[src/rtl/fp_mul_arbiter.sv]
// ---------------------------------------------------------------------------
// fp_mul_arbiter
//
// Purpose
//   Shares one pipelined single-precision FP multiplier IP between NREQ map
//   engines. Requests are served round-robin, at most one product is issued
//   per cycle, and a tag pipeline that mirrors the multiplier latency routes
//   every result back to the requester that issued it.
//
// Ports
//   clk        in   clock
//   reset      in   asynchronous, active-high reset
//   flush      in   synchronous: drop all in-flight products, re-clear the IP
//   req        in   [NREQ]    per-requester request, held until granted
//   req_a      in   [NREQ*W]  operand A, requester i at [i*W +: W]
//   req_b      in   [NREQ*W]  operand B, same packing
//   gnt        out  [NREQ]    one-hot grant (combinational)
//   mul_a      out  [W]       multiplier dataa (registered)
//   mul_b      out  [W]       multiplier datab (registered)
//   mul_en     out            multiplier clk_en (registered)
//   mul_aclr   out            multiplier aclr (registered)
//   mul_result in   [W]       multiplier result
//   rsp_valid  out            one-cycle strobe, rsp_id/rsp_data valid
//   rsp_id     out  [IDW]     owner of rsp_data
//   rsp_data   out  [W]       product, mul_result passed straight through
//   busy       out            high while not in RUN or any product in flight
// ---------------------------------------------------------------------------
module fp_mul_arbiter #(
  parameter int NREQ = 2,
  parameter int W    = 32,
  parameter int LAT  = 8,
  parameter int IDW  = (NREQ > 2) ? $clog2(NREQ) : 1
) (
  input  logic              clk,
  input  logic              reset,
  input  logic              flush,
  input  logic [NREQ-1:0]   req,
  input  logic [NREQ*W-1:0] req_a,
  input  logic [NREQ*W-1:0] req_b,
  output logic [NREQ-1:0]   gnt,
  output logic [W-1:0]      mul_a,
  output logic [W-1:0]      mul_b,
  output logic              mul_en,
  output logic              mul_aclr,
  input  logic [W-1:0]      mul_result,
  output logic              rsp_valid,
  output logic [IDW-1:0]    rsp_id,
  output logic [W-1:0]      rsp_data,
  output logic              busy
);

  typedef enum logic [1:0] {
    ST_INIT  = 2'd0,
    ST_RUN   = 2'd1,
    ST_FLUSH = 2'd2
  } state_t;

  state_t         state;
  logic           init_cnt;   // INIT holds the IP in clear for two cycles
  logic [IDW-1:0] ptr;        // round-robin search start

  // Operands unpacked per requester so the issue mux is a plain array index.
  logic [W-1:0]   op_a [NREQ];
  logic [W-1:0]   op_b [NREQ];

  // Arbitration results.
  logic           arb_en;
  logic           gnt_any;
  logic [IDW-1:0] gnt_idx;
  logic [IDW-1:0] cand;
  logic [IDW-1:0] ptr_next;
  logic           issue;

  // Tag pipe: stage 0 is loaded at the edge that ends the grant cycle, so
  // stage LAT lines up with the cycle the multiplier presents the product.
  logic [LAT:0]   tag_valid;
  logic [IDW-1:0] tag_id [LAT+1];
  logic           pipe_clr;

  genvar gi;
  generate
    for (gi = 0; gi < NREQ; gi++) begin : g_ops
      assign op_a[gi] = req_a[gi*W +: W];
      assign op_b[gi] = req_b[gi*W +: W];
    end
  endgenerate

  // Only RUN arbitrates, and a flush cycle grants nothing.
  assign arb_en = (state == ST_RUN) && !flush;

  // Rotating priority search starting at ptr; first asserted request wins.
  always_comb begin
    gnt_any = 1'b0;
    gnt_idx = '0;
    cand    = '0;
    for (int k = 0; k < NREQ; k++) begin
      cand = IDW'((int'(ptr) + k) % NREQ);
      if (!gnt_any && req[cand]) begin
        gnt_any = 1'b1;
        gnt_idx = cand;
      end
    end
  end

  assign ptr_next = IDW'((int'(gnt_idx) + 1) % NREQ);
  assign issue    = arb_en && gnt_any;

  generate
    for (gi = 0; gi < NREQ; gi++) begin : g_gnt
      assign gnt[gi] = issue && (gnt_idx == IDW'(gi));
    end
  endgenerate

  // -------------------------------------------------------------------------
  // Control FSM. mul_en/mul_aclr are registered from the next state so the IP
  // sees clean, glitch-free control levels.
  // -------------------------------------------------------------------------
  always_ff @(posedge clk or posedge reset) begin
    if (reset) begin
      state    <= ST_INIT;
      init_cnt <= 1'b0;
      ptr      <= '0;
      mul_a    <= '0;
      mul_b    <= '0;
      mul_en   <= 1'b0;
      mul_aclr <= 1'b1;
    end else begin
      case (state)
        ST_INIT: begin
          if (init_cnt) begin
            state    <= ST_RUN;
            init_cnt <= 1'b0;
            mul_en   <= 1'b1;
            mul_aclr <= 1'b0;
          end else begin
            init_cnt <= 1'b1;
          end
        end
        ST_RUN: begin
          if (flush) begin
            state    <= ST_FLUSH;
            mul_en   <= 1'b0;
            mul_aclr <= 1'b1;
          end else if (gnt_any) begin
            ptr   <= ptr_next;
            mul_a <= op_a[gnt_idx];
            mul_b <= op_b[gnt_idx];
          end
        end
        ST_FLUSH: begin
          state    <= ST_RUN;
          mul_en   <= 1'b1;
          mul_aclr <= 1'b0;
        end
        default: begin
          state    <= ST_INIT;
          init_cnt <= 1'b0;
          mul_en   <= 1'b0;
          mul_aclr <= 1'b1;
        end
      endcase
    end
  end

  // -------------------------------------------------------------------------
  // Tag pipeline. A flush clears every stage at the edge ending the flush
  // cycle: the tag already at the output in that cycle has been emitted,
  // everything still inside the pipe is dropped together with the IP clear.
  // -------------------------------------------------------------------------
  assign pipe_clr = (state != ST_RUN) || flush;

  always_ff @(posedge clk or posedge reset) begin
    if (reset) begin
      tag_valid <= '0;
      for (int i = 0; i <= LAT; i++) begin
        tag_id[i] <= '0;
      end
    end else begin
      if (pipe_clr) begin
        tag_valid <= '0;
      end else begin
        tag_valid <= {tag_valid[LAT-1:0], issue};
      end
      tag_id[0] <= gnt_idx;
      for (int i = 1; i <= LAT; i++) begin
        tag_id[i] <= tag_id[i-1];
      end
    end
  end

  assign rsp_valid = tag_valid[LAT];
  assign rsp_id    = tag_id[LAT];
  assign rsp_data  = mul_result;
  assign busy      = (state != ST_RUN) || (|tag_valid);

  // -------------------------------------------------------------------------
  // Structural properties.
  // -------------------------------------------------------------------------
  a_gnt_onehot : assert property (@(posedge clk) disable iff (reset)
    $onehot0(gnt));

  a_gnt_only_run : assert property (@(posedge clk) disable iff (reset)
    (gnt != '0) |-> (state == ST_RUN && !flush));

  a_gnt_has_req : assert property (@(posedge clk) disable iff (reset)
    ((gnt & ~req) == '0));

  a_ctrl_exclusive : assert property (@(posedge clk) disable iff (reset)
    !(mul_en && mul_aclr));

endmodule

[config.mk]
export PLATFORM = sky130hd
export DESIGN_NAME = fp_mul_arbiter
export DESIGN_NICKNAME = d
export VERILOG_FILES = /design/src/rtl/fp_mul_arbiter.sv
export SDC_FILE = /design/constraint.sdc
export NUM_CORES = 1
export LEC_CHECK = 0
export ABC_CLOCK_PERIOD_IN_PS = 7400
export CAP_MARGIN = 30
export CELL_PAD_IN_SITES_DETAIL_PLACEMENT = 0
export CELL_PAD_IN_SITES_GLOBAL_PLACEMENT = 1
export CORE_MARGIN = 2
export CORE_UTILIZATION = 28
export DETAILED_ROUTE_END_ITERATION = 7
export PLACE_DENSITY_LB_ADDON = 0.1
export SYNTH_ARGS = -nofsm -noshare
export SYNTH_HDL_FRONTEND = slang
export SYNTH_SLANG_ARGS = --single-unit
[constraint.sdc]
create_clock -name clk -period 7.4 [get_ports clk]
set_clock_uncertainty 0.15 [all_clocks]
set_input_delay 1.48 -clock clk [delete_from_list [all_inputs] [get_ports clk]]
set_output_delay 1.48 -clock clk [all_outputs]
set_load 0.05 [all_outputs]
==> impl_metrics.env, run 1 <==
export IMPL_status="complete, no violations"
export IMPL_worstPathMaxFanout=12
export IMPL_fmax_mhz=191
export IMPL_drive_gt1_frac=0.0539
export IMPL_crit_buf_inv=2
export IMPL_gr_total_overflow=0
export IMPL_synth_simple_area_share=0.0309
export IMPL_r2r_setup_slack_ps=4590
export IMPL_grt_max_degree=71
export IMPL_slew_headroom=0.459
export IMPL_min_period_ps=5230
export IMPL_cts_buffer_depth=2
export IMPL_path_cells="clkdlybuf4s50_1 -> nor2b_1 -> and3_2 -> clkdlybuf4s50_1"
export IMPL_timing_final_crit_share=0.707
export IMPL_seq_area_frac_synth=0.545
export IMPL_cellPowerDensity_mw_per_mm2=434
export IMPL_final_hold_violation_count=0
export IMPL_io_buffers=203
export IMPL_placed_area_mm2=0.00592
export IMPL_fp_row_count=43
export IMPL_syn_num_nets=490
export IMPL_drc=0
export IMPL_post_synth_fa_ha_maj_area_fraction=0.0155
export IMPL_crit_start="flush"
export IMPL_cts_root_buffer_cell="clkbuf_16"
export IMPL_min_path_cells=0
export IMPL_first_global_vias=3606
export IMPL_synth_compound_area_share=0.293
export IMPL_drtPass1Iterations=4
export IMPL_ys_types=26
export IMPL_crit_slowest_cell="clkdlybuf4s50_1"
export IMPL_synth_xor_xnor_area_share=0
export IMPL_cp_required_ps=5770
export IMPL_final_core_util=0.446
export IMPL_grt_pass1_wl_um=20200
export IMPL_clk_pin_slew_worst_paths_ps=60
export IMPL_vias=3314
export IMPL_clock_sink_count=88
export IMPL_reg2reg_from="state[1]"
export IMPL_cp_data_arrival_time_ps=3600
export IMPL_cts_tree="yes"
export IMPL_cts_htree_levels=3
export IMPL_critPathKind="in -> out"
export IMPL_place_congestion=0.725
export IMPL_post_cts_buffers=0
export IMPL_routedWlPerCell_um=19.2
export IMPL_fp_dieH_um=124
export IMPL_drv_slew=0
export IMPL_dpl_hpwl_um=8350
export IMPL_numCtsBuffers=9
export IMPL_antenna_found_initial=0
export IMPL_n_antenna_cell=0
export IMPL_ys_ff_latch=88
export IMPL_ir_worst_vdd_mv=0.157
export IMPL_routed_via_density=5.01
export IMPL_rr_endpoint="mul_b[10]"
export IMPL_synth_area_mm2=0.00405
export IMPL_crit_family="buffers and inverters"
export IMPL_dr_first_iter_drc_count=159
export IMPL_floorplan_initialDensity=0.289
export IMPL_drv_cap=0
export IMPL_synth_cells=320
export IMPL_wl_um=12700
export IMPL_cts_hold_fix_buffers=0
export IMPL_crit_top_cell="clkdlybuf4s50_1"
export IMPL_start_kind="primary input"
export IMPL_worst_path_largest_cell_delay_ps=840
export IMPL_die_area_mm2=0.0154
export IMPL_p_leak_nw=2.58
export IMPL_synth_top_family_by_area="compound AO/OA/AOI/OAI gates"
export IMPL_rsz0062_at_grt="no"
export IMPL_clkLatencyLatePin_ps=340
export IMPL_area_growth_pct=54.1
export IMPL_post_cts_resized=0
export IMPL_yosys_warnings=0
export IMPL_stdcell_area_mm2=0.00624
export IMPL_muxShareOfSynthArea=0.00247
export IMPL_tns_ps=0
export IMPL_core_mm2=0.0140
export IMPL_hold_class="reg -> reg"
export IMPL_grt_usage=0.165
export IMPL_nNetsFinal=648
export IMPL_synth_avg_cell_area_um2=12.6
export IMPL_die_w_um=124
export IMPL_drtAntennaViolNets=0
export IMPL_ff2ff_path_depth=6
export IMPL_holdCritStartpoint="tag_id[4]"
export IMPL_setup_viol=0
export IMPL_hold_end="tag_id[3]"
export IMPL_worst_slew_pin_slew_ps=811
export IMPL_io_pins=268
export IMPL_setup_worst_path_end_class="output port"
==> cell usage after synthesis <==
library cell   n  area [um2]
a211oi_2       1        12.5
a21oi_1        1        5.00
a221o_1       64         641
and2_1         9        56.3
and3_1         1        6.26
buf_2          9        45.0
buf_4         34         255
buf_6          9         101
clkbuf_1      10        37.5
dfrtp_1       87        2180
dfstp_2        1        26.3
ha_1           5        62.6
inv_1          6        22.5
mux2i_1        1        10.0
nand2_1        2        7.51
nand2b_1       2        12.5
nand3_1        2        10.0
nor2_1         3        11.3
nor2b_1        1        6.26
nor4_1         1        6.26
nor4b_1        1        8.76
o21a_1        64         480
o21ai_0        2        10.0
o21bai_1       1        7.51
o32a_1         1        10.0
o32ai_1        2        17.5
==> worst reg2reg max path: cells and delay by family (launching register included) <==
kind	cells	cell delay, ps
AOI/OAI and AO/OA	1	350
adders and majority gates	1	240
buffers and inverters	2	720
DFF	1	400
and+or+nand+nor	2	890
==> worst max path at each step <==
stage,endpoint,slack (ps),depth (start not counted)
2_1_floorplan,gnt[1],3480,4
3_3_place_gp,gnt[0],2190,4
3_5_place_dp,gnt[0],2150,4
4_1_cts,gnt[0],2140,4
5_1_grt,gnt[0],2030,4
6_report,gnt[0],2170,4
==> state kept, by name, indices dropped and copies added, names as in the netlist <==
register / flops
mul_aclr: 1
init_cnt: 1
state: 2
mul_b: 32
ptr: 1
tag_valid: 9
tag_id: 8
mul_a: 32
rsp_id: 1
mul_en: 1
==> metrics by stage <==
stage / setup WS (ps) / cells / hold slack [ps] / power [W]
finish: 2170 / 662 / 197 / 0.00271
global route: 2030 / 662 / 219 / 0.00284
CTS: 2140 / 661 / 198 / 0.00274
detailed placement: 2150 / 646 / 185 / 0.00227
global placement: 2190 / 646 / 185 / 0.00226
floorplan: 3480 / 320 / 181 / 0.00181
==> final cells by class <==
class,count,area [um2]
Inverter,6,23.8
Multi-Input combinational cell,164,1400
Timing Repair Buffer,209,2100
Clock buffer,11,243
Fill cell,1363,7750
Tap cell,180,225
Sequential cell,88,2200
Clock inverter,4,45.0
==> layout by cell type, fill, tap and decap left out <==
cell type / Yosys / routed
a211oi_4: 0 / 1
a21oi_1: 1 / 1
a221o_1: 64 / 64
and2_1: 9 / 9
and3_2: 0 / 1
buf_16: 0 / 1
buf_4: 34 / 5
bufinv_16: 0 / 1
clkbuf_1: 10 / 1
clkbuf_16: 0 / 9
clkbuf_8: 0 / 1
clkdlybuf4s50_1: 0 / 203
clkinv_2: 0 / 4
dfrtp_1: 87 / 87
dfstp_2: 1 / 1
ha_1: 5 / 5
inv_1: 6 / 5
mux2i_1: 1 / 1
nand2_1: 2 / 2
nand2b_1: 2 / 1
nand2b_2: 0 / 1
nand3_1: 2 / 2
nor2_1: 3 / 2
nor2_4: 0 / 1
nor2b_1: 1 / 1
nor4_1: 1 / 1
nor4b_1: 1 / 1
o21a_1: 64 / 64
o21ai_0: 2 / 2
o21bai_1: 1 / 1
o32a_1: 1 / 1
o32ai_1: 2 / 2
==> cells by family after synthesis <==
logic type / Yosys count
fa+ha+maj: 5
compound gates: 136
simple gates: 22
flops: 88
mux: 1
buf+inv: 68
==> power breakdown <==
group	total, W	switching (W)	internal, W
Clock	0.000448	0.000181	0.000267
Sequential	0.000770	0.000102	0.000668
Combinational	0.00149	0.000900	0.000589
==> layer usage <==
metal | routed length (um) | up-vias | part of all wire | GRT usage
met4 | 260 | 0 | 0.020 | 0.0661
met1 | 5310 | 1646 | 0.42 | 0.205
met5 | 0 | - | 0 | 0
met3 | 1010 | 22 | 0.080 | 0.0564
met2 | 6110 | 146 | 0.48 | 0.265
li1 | - | 1500 | - | -
No activity file was read; power rests on OpenSTA's default activity.
==> run 2, diff against run 1 <==
--- a/config.mk
+++ b/config.mk
@@ -5,12 +5,12 @@
 export SDC_FILE = /design/constraint.sdc
 export NUM_CORES = 1
 export LEC_CHECK = 0
-export ABC_CLOCK_PERIOD_IN_PS = 7400
+export ABC_CLOCK_PERIOD_IN_PS = 4920
 export CAP_MARGIN = 30
 export CELL_PAD_IN_SITES_DETAIL_PLACEMENT = 0
 export CELL_PAD_IN_SITES_GLOBAL_PLACEMENT = 1
 export CORE_MARGIN = 2
-export CORE_UTILIZATION = 28
+export CORE_UTILIZATION = 26
 export DETAILED_ROUTE_END_ITERATION = 7
 export PLACE_DENSITY_LB_ADDON = 0.1
 export SYNTH_ARGS = -nofsm -noshare
==> constraint.sdc (replaced) <==
create_clock -name clk -period 4.92 [get_ports clk]
set_clock_uncertainty 0.15 [all_clocks]
set_input_delay 0.984 -clock clk [delete_from_list [all_inputs] [get_ports clk]]
set_output_delay 0.984 -clock clk [all_outputs]
set_load 0.05 [all_outputs]
==> impl_metrics.env, run 2 (synthesis gave the netlist of run 1 again) <==
export IMPL_drc=0
export IMPL_routed_via_density=4.89
export IMPL_floorplan_initialDensity=0.266
export IMPL_fmax_mhz=261
export IMPL_mostFrequentLayoutCell="clkdlybuf4s50_1"
export IMPL_grt_usage=0.153
export IMPL_die_w_um=129
export IMPL_die_area_mm2=0.0166
export IMPL_drv_cap=0
export IMPL_status="complete, no violations"
export IMPL_min_path_cells=0
export IMPL_drtPass1Iterations=4
export IMPL_holdWs_ps=201
export IMPL_critPathKind="in -> out"
export IMPL_io_buffers=203
export IMPL_cp_data_arrival_time_ps=2700
export IMPL_post_cts_resized=0
export IMPL_setup_viol=0
export IMPL_crit_top_cell="clkdlybuf4s50_1"
export IMPL_crit_slowest_cell="clkdlybuf4s50_1"
export IMPL_r2r_setup_slack_ps=2500
export IMPL_grt_max_degree=68
export IMPL_drive_gt1_frac=0.0620
export IMPL_wl_um=12800
export IMPL_numCtsBuffers=9
export IMPL_dpl_hpwl_um=8160
export IMPL_layout_common_cells="clkdlybuf4s50_1 (202), dfrtp_1 (87), o21a_1 (64), a221o_1 (64)"
export IMPL_slew_headroom=0.437
export IMPL_fillCellCount=1458
export IMPL_setup_worst_path_end_class="output port"
export IMPL_worst_path_largest_cell_delay_ps=800
export IMPL_final_hold_violation_count=0
export IMPL_worst_slew_pin_slew_ps=845
export IMPL_cellPowerDensity_mw_per_mm2=653
export IMPL_core_mm2=0.0152
export IMPL_largestRegisters="mul_a (32), mul_b (32), tag_valid (9)"
export IMPL_place_congestion=0.705
export IMPL_cts_root_buffer_cell="clkbuf_16"
export IMPL_antenna_found_initial=0
export IMPL_drtAntennaViolNets=0
export IMPL_ff2ff_path_depth=7
export IMPL_clk_pin_slew_worst_paths_ps=70
export IMPL_worstPathMaxFanout=12
export IMPL_cts_hold_fix_buffers=0
export IMPL_hold_class="reg -> reg"
export IMPL_grt_pass1_wl_um=19300
export IMPL_drv_slew=0
export IMPL_cts_buffer_depth=2
export IMPL_ir_worst_vdd_mv=0.266
export IMPL_clock_sink_count=88
export IMPL_cts_tree="yes"
export IMPL_timing_final_crit_share=0.778
export IMPL_instances_no_fill=672
export IMPL_path_cells="clkdlybuf4s50_1 -> nor2b_1 -> buf_4 -> and3_2 -> clkdlybuf4s50_1"
export IMPL_post_cts_buffers=0
export IMPL_min_period_ps=3830
export IMPL_dr_first_iter_drc_count=120
export IMPL_clkLatencyLatePin_ps=350
export IMPL_cp_required_ps=3790
export IMPL_rsz0062_at_grt="no"
export IMPL_n_antenna_cell=0
export IMPL_fp_dieH_um=129
export IMPL_routedWlPerCell_um=19.0
export IMPL_io_pins=268
export IMPL_area_growth_pct=54.5
export IMPL_dp_cells=656
export IMPL_tns_ps=0
export IMPL_start_kind="primary input"
export IMPL_nNetsFinal=649
export IMPL_gr_total_overflow=0
export IMPL_cts_htree_levels=3
export IMPL_first_global_vias=3467
export IMPL_p_leak_nw=2.58
export IMPL_vias=3289
export IMPL_fp_row_count=45
[run 2: changes by cell type in the layout (fill, tap and decap cells not counted), sizes merged]
cell	previous run	this run
clkinv	4	1
inv	5	11
buf	6	8
clkdlybuf4s50	203	202
clkinvlp	0	1
clkbuf	11	9
bufinv	1	0
[run 2: through the flow]
step                      setup WS, ps  power [W]  utilization  area, um2
after floorplan                   1510    0.00272            -       4050
after global placement            1090    0.00341        0.392       5960
after detailed placement          1080    0.00342        0.392       5960
after CTS                         1080    0.00414        0.411       6250
after global routing              1030    0.00430        0.411       6250
final                             1090    0.00408        0.411       6250
[run 2: layer usage]
layer  global-route usage  vias to the layer above  share of wire
met4               0.0480                        0          0.016
met2                0.240                      151           0.47
met1                0.185                     1622           0.41
met5                    0                        -              0
met3               0.0753                       14           0.10
li1                     -                     1502              -
[run 2: report_power, final]
group          switching (W)  internal [W]
Combinational        0.00135      0.000889
Sequential          0.000148       0.00100
Clock               0.000331      0.000359
Total                0.00183       0.00225
[run 2: critical path: cells and delay by family]
kind | cells | cell delay, ps
buffers and inverters | 3 | 1400
AND/OR/NAND/NOR | 2 | 300
[run 2: path summary, 6_finish.rpt]
path / end / start
min in group asynchronous: mul_b[20] / reset
setup / recovery: gnt[0] / flush
hold reg to reg: tag_id[2] / tag_id[3]
max in group asynchronous: mul_aclr / reset
setup reg to reg: mul_a[3] / state[1]
hold / removal: tag_id[2] / tag_id[3]
[run 2: cell type report]
cell class | count | area, um2 | share of cell area
Sequential cell | 88 | 2200 | 0.353
Clock inverter | 7 | 67.6 | 0.0108
Tap cell | 188 | 235 | 0.0376
Clock buffer | 9 | 225 | 0.0360
Multi-Input combinational cell | 164 | 1400 | 0.224
Inverter | 6 | 23.8 | 0.00380
Timing Repair Buffer | 210 | 2090 | 0.335
==> run 3, diff against run 2 <==
--- a/config.mk
+++ b/config.mk
@@ -5,7 +5,7 @@
 export SDC_FILE = /design/constraint.sdc
 export NUM_CORES = 1
 export LEC_CHECK = 0
-export ABC_CLOCK_PERIOD_IN_PS = 4920
+export ABC_CLOCK_PERIOD_IN_PS = 3550
 export CAP_MARGIN = 30
 export CELL_PAD_IN_SITES_DETAIL_PLACEMENT = 0
 export CELL_PAD_IN_SITES_GLOBAL_PLACEMENT = 1
==> constraint.sdc (replaced) <==
create_clock -name clk -period 3.55 [get_ports clk]
set_clock_uncertainty 0.15 [all_clocks]
set_input_delay 0.71 -clock clk [delete_from_list [all_inputs] [get_ports clk]]
set_output_delay 0.71 -clock clk [all_outputs]
set_load 0.05 [all_outputs]
==> impl_metrics.env, run 3 (synthesis gave the netlist of run 1 again) <==
export IMPL_status="complete, no violations"
export IMPL_grt_pass1_wl_um=20000
export IMPL_core_mm2=0.0152
export IMPL_drive_gt1_frac=0.0640
export IMPL_numCtsBuffers=9
export IMPL_drtPass1Iterations=4
export IMPL_power_total_w=0.00562
export IMPL_crit_path_end="busy"
export IMPL_crit_slowest_cell="clkdlybuf4s50_1"
export IMPL_io_buffers=203
export IMPL_clock_sink_count=88
export IMPL_rr_endpoint="mul_a[15]"
export IMPL_setup_viol=0
export IMPL_timing_final_crit_share=0.871
export IMPL_dr_first_iter_drc_count=149
export IMPL_clk_pin_slew_worst_paths_ps=70
export IMPL_first_global_vias=3607
export IMPL_mostFrequentLayoutCell="clkdlybuf4s50_1"
export IMPL_fp_dieH_um=129
export IMPL_die_w_um=129
export IMPL_critPathKind="reg -> out"
export IMPL_dpl_hpwl_um=8320
export IMPL_ir_worst_vdd_mv=0.343
export IMPL_vias=3299
export IMPL_drv_slew=0
export IMPL_rsz0062_at_grt="no"
export IMPL_nNetsFinal=649
export IMPL_post_cts_resized=0
export IMPL_largestRegisters="mul_a (32), mul_b (32), tag_valid (9)"
export IMPL_crit_buf_inv=2
export IMPL_ff2ff_path_depth=6
export IMPL_floorplan_initialDensity=0.266
export IMPL_post_cts_buffers=0
export IMPL_grt_max_degree=89
export IMPL_p_leak_nw=2.59
export IMPL_cp_data_arrival_time_ps=2230
export IMPL_area_growth_pct=54.9
export IMPL_final_hold_violation_count=0
export IMPL_crit_family="buffers and inverters"
export IMPL_crit_start="state[1]"
export IMPL_tns_ps=0
export IMPL_hold_class="reg -> reg"
export IMPL_drtAntennaViolNets=0
export IMPL_drv_cap=0
export IMPL_cts_htree_levels=3
export IMPL_cts_hold_fix_buffers=0
export IMPL_multiInputGateArea_mm2=0.00140
export IMPL_reg2reg_from="state[1]"
export IMPL_fmax_mhz=323
export IMPL_setup_worst_path_end_class="output port"
export IMPL_fp_row_count=45
export IMPL_die_area_mm2=0.0166
export IMPL_crit_cells=5
export IMPL_r2r_setup_slack_ps=1130
export IMPL_n_antenna_cell=0
export IMPL_holdWs_ps=203
export IMPL_drc=0
export IMPL_io_pins=268
export IMPL_cts_buffer_depth=2
export IMPL_cts_root_buffer_cell="clkbuf_16"
export IMPL_antenna_found_initial=0
export IMPL_wl_um=13000
export IMPL_worst_path_largest_cell_delay_ps=720
export IMPL_seqCellArea_mm2=0.00220
export IMPL_fillCellCount=1510
export IMPL_cts_tree="yes"
export IMPL_path_cells="inv_1 -> ha_1 -> nor4b_1 -> nand3_1 -> clkdlybuf4s50_1"
export IMPL_start_kind="flip-flop"
export IMPL_place_congestion=0.701
export IMPL_routed_via_density=4.91
export IMPL_clkLatencyLatePin_ps=340
export IMPL_worstPathMaxFanout=4
export IMPL_worst_slew_pin_slew_ps=805
export IMPL_layout_common_cells="clkdlybuf4s50_1 (201), dfrtp_1 (87), o21a_1 (64), a221o_1 (64)"
export IMPL_cp_required_ps=2690
export IMPL_gr_total_overflow=0
export IMPL_min_period_ps=3090
export IMPL_slew_headroom=0.463
export IMPL_grt_usage=0.156
export IMPL_routedWlPerCell_um=19.4
export IMPL_cellPowerDensity_mw_per_mm2=896
run 3: cell count changes in the layout (fill, tap and decap cells not counted), moves of 2 or more:
cell      before  now
clkinv_2       1    5
buf_12         1    4
inv_6          3    0
inv_8          3    0
buf_4          7    5
run 3: layer usage:
layer / GRT usage / routed length (um)
met1: 0.187 / 5320
met2: 0.251 / 6280
met3: 0.0819 / 1300
met4: 0.0345 / 103
met5: 0 / 0
run 3: power by group:
| group | total, W | switching, W | internal [W] | leakage, nW |
|---|---|---|---|---|
| sequential | 0.00160 | 0.000209 | 0.00139 | 1.11 |
| combinational | 0.00312 | 0.00187 | 0.00124 | 1.34 |
| clock | 0.000901 | 0.000412 | 0.000489 | 0.134 |
| total | 0.00562 | 0.00249 | 0.00312 | 2.59 |
run 3: final cells by class:
type,count,share of cell area
Clock inverter,6,0.00559
Timing Repair Buffer,210,0.340
Clock buffer,10,0.0381
Multi-Input combinational cell,164,0.223
Inverter,6,0.00379
Sequential cell,88,0.352
Tap cell,188,0.0375
run 3: worst min-delay path by stage:
stage	startpoint	endpoint	slack, ps	cells past startpoint
floorplan	tag_id[1]	rsp_id	180	0
global placement	tag_id[1]	rsp_id	180	0
detailed placement	tag_id[5]	tag_id[4]	180	0
CTS	tag_id[2]	tag_id[1]	200	0
global route	tag_id[2]	tag_id[1]	220	0
finish	tag_id[1]	rsp_id	200	0
run 3: stage by stage:
step	instance area (um2)	worst slack, ps	cells	utilization
2_1_floorplan	4050	413	320	-
3_3_place_gp	5990	717	656	0.394
3_5_place_dp	5990	653	656	0.394
4_1_cts	6270	441	672	0.412
5_1_grt	6270	333	672	0.412
6_report	6270	456	672	0.412
